[config.mk]
export PLATFORM = sky130hd
export DESIGN_NAME = pl_inst_prefetch_queue
export DESIGN_NICKNAME = d
export VERILOG_FILES = /design/src/rtl/pl_inst_prefetch_queue.sv
export SDC_FILE = /design/constraint.sdc
export NUM_CORES = 1
export LEC_CHECK = 0
export CORE_ASPECT_RATIO = 0.75
export CORE_MARGIN = 2
export CORE_UTILIZATION = 55
export DETAILED_ROUTE_END_ITERATION = 8
export HOLD_SLACK_MARGIN = 0.1
export MAX_ROUTING_LAYER = met4
export PLACE_DENSITY = 0.78
export SYNTH_ARGS = -nofsm -noshare
export SYNTH_HDL_FRONTEND = slang
export SYNTH_SLANG_ARGS = --single-unit
[constraint.sdc]
create_clock -name clock -period 7.38 [get_ports clock]
set_input_delay 1.476 -clock clock [delete_from_list [all_inputs] [get_ports clock]]
set_output_delay 1.476 -clock clock [all_outputs]
set_load 0.02 [all_outputs]
[src/rtl/pl_inst_prefetch_queue.sv]
// Instruction prefetch queue: keeps up to MAX_OUTSTANDING in-order bus reads in flight ahead of ID and buffers DEPTH fetched words.
// Latency: accept at cycle N, response at N+1, head visible at N+2 (registered head, no bypass).
// Backpressure: issue stops when queued + live reads would exceed DEPTH or MAX_OUTSTANDING is reached; a wait_req-held request stays stable.
module pl_inst_prefetch_queue #(
  parameter int unsigned DEPTH           = 4,
  parameter int unsigned MAX_OUTSTANDING = 2,
  parameter logic [31:0] RESET_PC        = 32'h0040_0000
) (
  input  logic                   clock,
  input  logic                   reset,
  input  logic                   redirect,
  input  logic [31:0]            redirect_pc,
  input  logic                   consume,
  output logic                   inst_available,
  output logic [31:0]            inst,
  output logic [31:0]            inst_pc,
  output logic [$clog2(DEPTH):0] occupancy,
  output logic                   inst_read_enable,
  output logic [31:0]            inst_addr,
  input  logic                   inst_wait_req,
  input  logic                   inst_valid,
  input  logic [31:0]            inst_data
);

  localparam int PW = $clog2(DEPTH);
  localparam int CW = PW + 1;
  localparam int TW = (MAX_OUTSTANDING > 1) ? $clog2(MAX_OUTSTANDING) : 1;

  // Queue storage and in-order tag FIFO holding the address of every accepted read.
  logic [31:0]   q_data [DEPTH];
  logic [31:0]   q_pc   [DEPTH];
  logic [31:0]   tag_q  [MAX_OUTSTANDING];

  logic [PW-1:0] head_q, head_d, tail_q, tail_d;
  logic [CW-1:0] count_q, count_d;
  logic [TW-1:0] tag_wr_q, tag_wr_d, tag_rd_q, tag_rd_d;
  logic [CW-1:0] outst_q, outst_d, stale_q, stale_d;
  logic [31:0]   fetch_pc_q, fetch_pc_d;
  logic [31:0]   held_addr_q, held_addr_d;
  logic          held_q, held_d;
  logic          hold_stale_q, hold_stale_d;

  logic [CW-1:0] live;
  logic          room, accept, rsp, push, pop;
  logic          unused_pc_lsbs;

  assign unused_pc_lsbs = ^redirect_pc[1:0];

  assign live   = outst_q - stale_q;
  assign room   = ((CW+1)'(count_q) + (CW+1)'(live)) < (CW+1)'(DEPTH);

  // A held request keeps priority over everything, including a redirect.
  assign inst_read_enable = reset &&
                            (held_q || (!redirect && room && (outst_q < CW'(MAX_OUTSTANDING))));
  assign inst_addr        = held_q ? held_addr_q : fetch_pc_q;

  assign accept = inst_read_enable && !inst_wait_req;
  assign rsp    = inst_valid && (outst_q != '0);
  assign push   = rsp && (stale_q == '0) && !redirect;
  assign pop    = consume && (count_q != '0) && !redirect;

  assign inst_available = (count_q != '0);
  assign occupancy      = count_q;
  assign inst           = inst_available ? q_data[head_q] : '0;
  assign inst_pc        = inst_available ? q_pc[head_q]   : '0;

  // Next-state: fetch pointer, counters, queue pointers; redirect overrides queue and fetch state last.
  always_comb begin
    head_d       = head_q;
    tail_d       = tail_q;
    count_d      = count_q;
    tag_wr_d     = tag_wr_q;
    tag_rd_d     = tag_rd_q;
    fetch_pc_d   = fetch_pc_q;
    outst_d      = outst_q + CW'(accept) - CW'(rsp);
    stale_d      = stale_q - CW'(rsp && (stale_q != '0)) + CW'(accept && hold_stale_q);
    held_d       = inst_read_enable && inst_wait_req;
    held_addr_d  = held_d ? inst_addr : held_addr_q;
    hold_stale_d = held_d && (redirect || hold_stale_q);

    if (accept) begin
      tag_wr_d = (tag_wr_q == TW'(MAX_OUTSTANDING - 1)) ? '0 : tag_wr_q + TW'(1);
      // A request held across a redirect was already aimed at the old stream; the
      // fetch pointer now belongs to the redirect target and must not advance.
      if (!hold_stale_q) fetch_pc_d = fetch_pc_q + 32'd4;
    end
    if (rsp)  tag_rd_d = (tag_rd_q == TW'(MAX_OUTSTANDING - 1)) ? '0 : tag_rd_q + TW'(1);
    if (push) tail_d   = tail_q + PW'(1);
    if (pop)  head_d   = head_q + PW'(1);
    count_d = count_q + CW'(push) - CW'(pop);

    if (redirect) begin
      head_d     = '0;
      tail_d     = '0;
      count_d    = '0;
      fetch_pc_d = {redirect_pc[31:2], 2'b00};
      stale_d    = outst_d;
    end
  end

  // Control state register with asynchronous active-low reset.
  always_ff @(posedge clock or negedge reset) begin
    if (!reset) begin
      head_q       <= '0;
      tail_q       <= '0;
      count_q      <= '0;
      tag_wr_q     <= '0;
      tag_rd_q     <= '0;
      outst_q      <= '0;
      stale_q      <= '0;
      fetch_pc_q   <= RESET_PC;
      held_addr_q  <= RESET_PC;
      held_q       <= 1'b0;
      hold_stale_q <= 1'b0;
    end else begin
      head_q       <= head_d;
      tail_q       <= tail_d;
      count_q      <= count_d;
      tag_wr_q     <= tag_wr_d;
      tag_rd_q     <= tag_rd_d;
      outst_q      <= outst_d;
      stale_q      <= stale_d;
      fetch_pc_q   <= fetch_pc_d;
      held_addr_q  <= held_addr_d;
      held_q       <= held_d;
      hold_stale_q <= hold_stale_d;
    end
  end

  // Payload storage; contents are qualified by the counters so it needs no reset.
  always_ff @(posedge clock) begin
    if (accept) tag_q[tag_wr_q] <= inst_addr;
    if (push) begin
      q_data[tail_q] <= inst_data;
      q_pc[tail_q]   <= tag_q[tag_rd_q];
    end
  end

endmodule

# Yosys cells after proc, flatten, opt, wreduce, memory -nomap -nowiden
# Memories as Yosys holds them, arrays and structs flattened.
# Index checks and enable logic that the tools add are counted.
op_classes:
  add_sub_neg: 13
  reduce_logical: 25
  eq_ne: 1
  n_lt_le_gt_ge: 2
  mux: 18
op_table:
  columns: ["op", "count"]
  rows:
  - ["$mux W32", 6]
  - ["$add A32 B3 Y32 const B", 1]
  - ["$logic_and A1 B1 Y1", 13]
  - ["$add A3 B1 Y3", 3]
  - ["$reduce_bool A3 Y1", 3]
  - ["$sub A3 B1 Y3", 3]
  - ["$mux W2", 4]
  - ["$mux W1", 6]
  - ["$mux W3", 2]
  - ["$reduce_bool A2 Y1", 3]
  - ["$add A2 B1 Y2 const B", 2]
  - ["$add A3 B3 Y4", 1]
  - ["$lt A4 B3 Y1 const B", 1]
  - ["$logic_not A3 Y1", 1]
  - ["$lt A3 B2 Y1 const B", 1]
  - ["$sub A3 B3 Y3", 1]
  - ["$add A1 B1 Y1 const B", 2]
  - ["$logic_not A1 Y1", 2]
  - ["$logic_or A1 B1 Y1", 2]
  - ["$ne A2 B2 Y1 const B", 1]
  - ["$reduce_and A2 Y1", 1]
totals:
  in_bits: 70
  ram_bits: 320
  memories: 3
  output_inout_bits: 101
  word_cells: 73
  regBits: 81
mem_list:
  columns: ["memory", "depth", "width", "rd", "rd_ports_with_merged_regs", "wr", "line_no", "rtl"]
  rows:
  - ["q_data", 4, 32, 1, 0, 1, "30", "logic [31:0] q_data [DEPTH];"]
  - ["q_pc", 4, 32, 1, 0, 1, "31", "logic [31:0] q_pc [DEPTH];"]
  - ["tag_q", 2, 32, 1, 0, 1, "32", "logic [31:0] tag_q [MAX_OUTSTANDING];"]

# Logic depth before layout (Yosys ltp)
logic_depth:
  depth_word: 11
  mapped_depth: 19
  ltp_nobuf: 18

# Worst setup path before layout
# OpenSTA, ideal clock, no wires.
synth_timing:
  kind: "input to register"
  startpoint: "input redirect"
  endpoint: "memory tag_q[0][0] (enable)"
  path_stages: 7
  setup_ps: 421
  arrival_time_ps: 3964
  path_buffers: 2
  setup_slack_ps: 2995
  path_cell_list: "clkbuf_1 -> nor3b_2 -> a31oi_4 -> clkbuf_1 -> nor3_1 -> inv_1 -> nor2_1"
synth_via:
  elab_chain_len: 8
synth_lines:
  columns: ["item", "line_no", "rtl"]
  rows:
  - ["from (decl)", "11", "input logic redirect,"]
  - ["$logic_not A1 Y1", "54", "(held_q || (!redirect && room && (outst_q < CW'(MAX_OUTSTANDING))));"]
  - ["$logic_and A1 B1 Y1 (2 in a row)", "54", null]
  - ["$logic_or A1 B1 Y1", "54", null]
  - ["$logic_and A1 B1 Y1", "53", "assign inst_read_enable = reset &&"]
  - ["$logic_and A1 B1 Y1", "57", "assign accept = inst_read_enable && !inst_wait_req;"]
  - ["$mux W1", "132", "if (accept) tag_q[tag_wr_q] <= inst_addr;"]
  - ["$mux W1 (not written as such)", "132", null]
  - ["to (decl)", "32", null]
# Every way passes these cells.

# Worst setup path after layout
layout_timing:
  startpoint: "register outst_q[0]"
  endpoint: "output inst_read_enable"
layout_via:
  elab_chain_len: 7
  elab_cells_between_ends: 8
  cone_classes: "2 x add/sub; 2 x order compare; 4 x reduce/logical"
layout_lines:
  columns: ["item", "line_no", "rtl"]
  rows:
  - ["from (decl)", "37", "logic [CW-1:0] outst_q, outst_d, stale_q, stale_d;"]
  - ["from (signal assigned)", "121", "outst_q <= outst_d;"]
  - ["$sub A3 B3 Y3", "49", "assign live = outst_q - stale_q;"]
  - ["$add A3 B3 Y4", "50", "assign room = ((CW+1)'(count_q) + (CW+1)'(live)) < (CW+1)'(DEPTH);"]
  - ["$lt A4 B3 Y1", "50", null]
  - ["$logic_and A1 B1 Y1", "54", null]
  - ["$logic_and A1 B1 Y1 *", "54", null]
  - ["$logic_or A1 B1 Y1 *", "54", null]
  - ["$logic_and A1 B1 Y1 *", "53", null]
  - ["to (decl)", "18", "output logic inst_read_enable,"]
# Mark *: on every way between the ends. The rest lies on a longest branch, timed or not.

==> run summary <==
F_max -> 196 MHz
Pin count of the biggest net entering global routing -> 68
Compound-Gate Fraction of Synth Area -> 0.0190
Number of global-route vias before repair -> 8,976
Power per standard cell area -> 344 nW/um2
Mapped Cells -> 938
Simple-Gate Fraction of Synth Area -> 0.0728
Crit path max fanout -> 25
I/O pin count -> 171
Worst setup SP type -> register
HPWL after DPL -> 19,100 um
Fillers -> 1,966
Clk root buf -> clkbuf_16
Die area -> 31,300 um2
Met2 WL -> 15,100 um
Worst skew pair latency -> 0.53 ns
Final layout net count -> 1,196
CTS tree -> yes
TritonCTS Buffers -> 39
First-pass GRT wire length -> 50,900 um
Clock sink total -> 399
Core area -> 29,200 um2
IO buf count -> 168
Die Ht -> 154 um
Status -> completed
Worst hold slack -> 0.482 ns
DRT iter0 DRCs -> 689
Final hold vios -> 0
Setup TNS -> 0 ns
Max_cap viols -> 0
Layout area overhead -> 20.7%
Placed cells -> 1,458
Grt ovf -> 0
Period Utilization, post-route -> 0.692
Row count -> 54
Vias -> 8,620
Worst-margin pin slew -> 1.17 ns
EDFF count, synth -> 320
Crit. End Element -> output pin
Unique masters post-synth -> 57
Total chip power -> 0.00681 W
Post-route ant nets -> 0
Final setup vio count -> 0
Final max-slew violation count -> 0
Max IR drop VDD -> 226 uV
Number of diodes -> 0
Synthesis Warnings -> 0
Synth Net Count -> 1,027
Starting Density -> 0.562
Top Metal Used -> met4
# hold bufs at CTS -> 0
Drt pass-1 iters -> 5
Number of antenna violations at the first check in global routing -> 0
Post-synthesis mux area share -> 0.151
Main combinational cell family by area after synthesis -> multiplexers
Setup Buffers After CTS -> 0
Post_cts resized -> 0
Post-synthesis adder-cell area fraction -> 0.0163
M1 WL -> 14,700 um
Met3 Wirelength -> 1940 um
Ys flop type -> edfxtp_1
Data arrival, critical path -> 3.63 ns
Lkg Pwr -> 6.74 nW
Min-delay worst type -> reg -> reg
RSZ-0062 raised after global routing -> no
Residual DRC -> 0
Clk_skew -> 0.0173 ns
Post-Route WL -> 32,400 um
Die W -> 203 um
Worst-case clock buffer depth -> 3
Global Route Usage Sum -> 0.219
Post-synthesis sequential area ratio -> 0.706
Fraction of layout cells with a size suffix above 1 -> 0.216
Worst-path clk slew -> 0.06 ns
Wire per inst -> 21.2 um
Non-Filler Instances -> 1,530
XOR/XNOR share of the synthesized area -> 0.0160
Mapped Area -> 16,400 um2
Synthesized area per cell -> 17.5 um2
Post-synth ARST share -> 0.198
Worst Path Required -> 5.90 ns
Fin crit period -> 5.11 ns
GP Congestion -> 0.798
Flops & latches, synth -> 399
Critical path type -> reg -> out
Max-Slew Margin vs Limit -> 0.219
H-tree depth -> 2
Via density per instance -> 5.63
-- area by class of cell --
cell class | count | area (um2) | area share
Clock buffer | 45 | 1020 | 0.0515
Clock inverter | 27 | 323 | 0.0163
Timing Repair Buffer | 177 | 1740 | 0.0879
Tap cell | 392 | 490 | 0.0248
Sequential cell | 399 | 11600 | 0.585
Inverter | 27 | 101 | 0.00511
Multi-Input combinational cell | 463 | 4540 | 0.229
-- per-layer routing --
metal / up-vias / global-route usage
met4: 0 / 0.0553
met1: 4347 / 0.316
met5: - / -
li1: 3932 / -
met3: 53 / 0.0343
met2: 288 / 0.333
-- registers in the layout, indices dropped and copies added (netlist names), 3 cells and up --
| signal | count |
|---|---|
| stale_q | 3 |
| q_data | 128 |
| occupancy | 3 |
| outst_q | 3 |
| fetch_pc_q | 30 |
| held_addr_q | 32 |
| tag_q | 64 |
| q_pc | 128 |
-- report_power, final --
| part | switching [W] | total (W) | leakage [nW] | internal (W) |
|---|---|---|---|---|
| clock network | 0.000817 | 0.00206 | 0.652 | 0.00124 |
| logic | 0.000965 | 0.00191 | 2.23 | 0.000941 |
| registers | 0.000161 | 0.00285 | 3.86 | 0.00269 |
| total | 0.00194 | 0.00681 | 6.74 | 0.00487 |
-- synthesized netlist by cell type (all sizes together), types with 10 or more instances --
library cell    n  area share
nor3           10      0.0037
xnor2          25       0.013
o21ai          26      0.0079
mux4           64       0.088
dfrtp          77        0.12
buf            15      0.0043
inv            26      0.0059
and2           74       0.028
nor2           21      0.0048
ha             15       0.011
nor4           11      0.0042
mux2           91       0.062
nand3          18      0.0058
edfxtp        320        0.59
clkbuf         34      0.0078
nand2          39      0.0089
-- worst paths after layout --
check / start / endpoint / slack, ns / depth (start not counted)
setup / recovery: outst_q[0] / inst_read_enable / 2.27 / 11
hold / removal: held_addr_q[1] / held_addr_q[1] / 0.48 / 1
setup reg to reg: outst_q[0] / stale_q[2] / 3.24 / 18
hold reg to reg: held_addr_q[1] / held_addr_q[1] / 0.48 / 1
max in group asynchronous: reset / head_q[0] / 5.43 / 2
min in group asynchronous: reset / held_addr_q[18] / 0.90 / 1
-- critical path, stage by stage (launching register included) --
cell,delay (ns)
dfrtp_1,0.41
inv_1,0.07
ha_1,0.14
inv_1,0.05
fa_1,0.37
xnor2_1,0.17
xnor2_1,0.14
ha_1,0.27
nor3b_2,0.24
a31oi_4,0.32
nor2_1,0.27
clkdlybuf4s50_1,0.64
-- logic make-up after synthesis --
logic type,Yosys count
xor+xnor,30
buf+inv,76
mux,157
fa+ha+maj,19
flops,399
simple gates,209
compound gates,48
-- cell usage in the layout, fill, tap and decap left out, drive strengths merged, types with 18 or more instances in the layout --
cell             n
nor2            21
nand3           18
clkbuf          45
inv             28
and2            74
o21ai           26
xnor2           25
clkdlybuf4s50  166
nand2           39
mux2            91
dfrtp           77
edfxtp         320
mux4            64
-- per-stage QoR --
stage	util	worst slack, ns	cell area, um2
floorplan	-	2.99	16400
global placement	0.633	2.86	18500
detailed placement	0.633	2.85	18500
CTS	0.679	2.24	19800
global route	0.679	2.03	19800
finish	0.679	2.27	19800
Power figures use the tool's default switching activity.
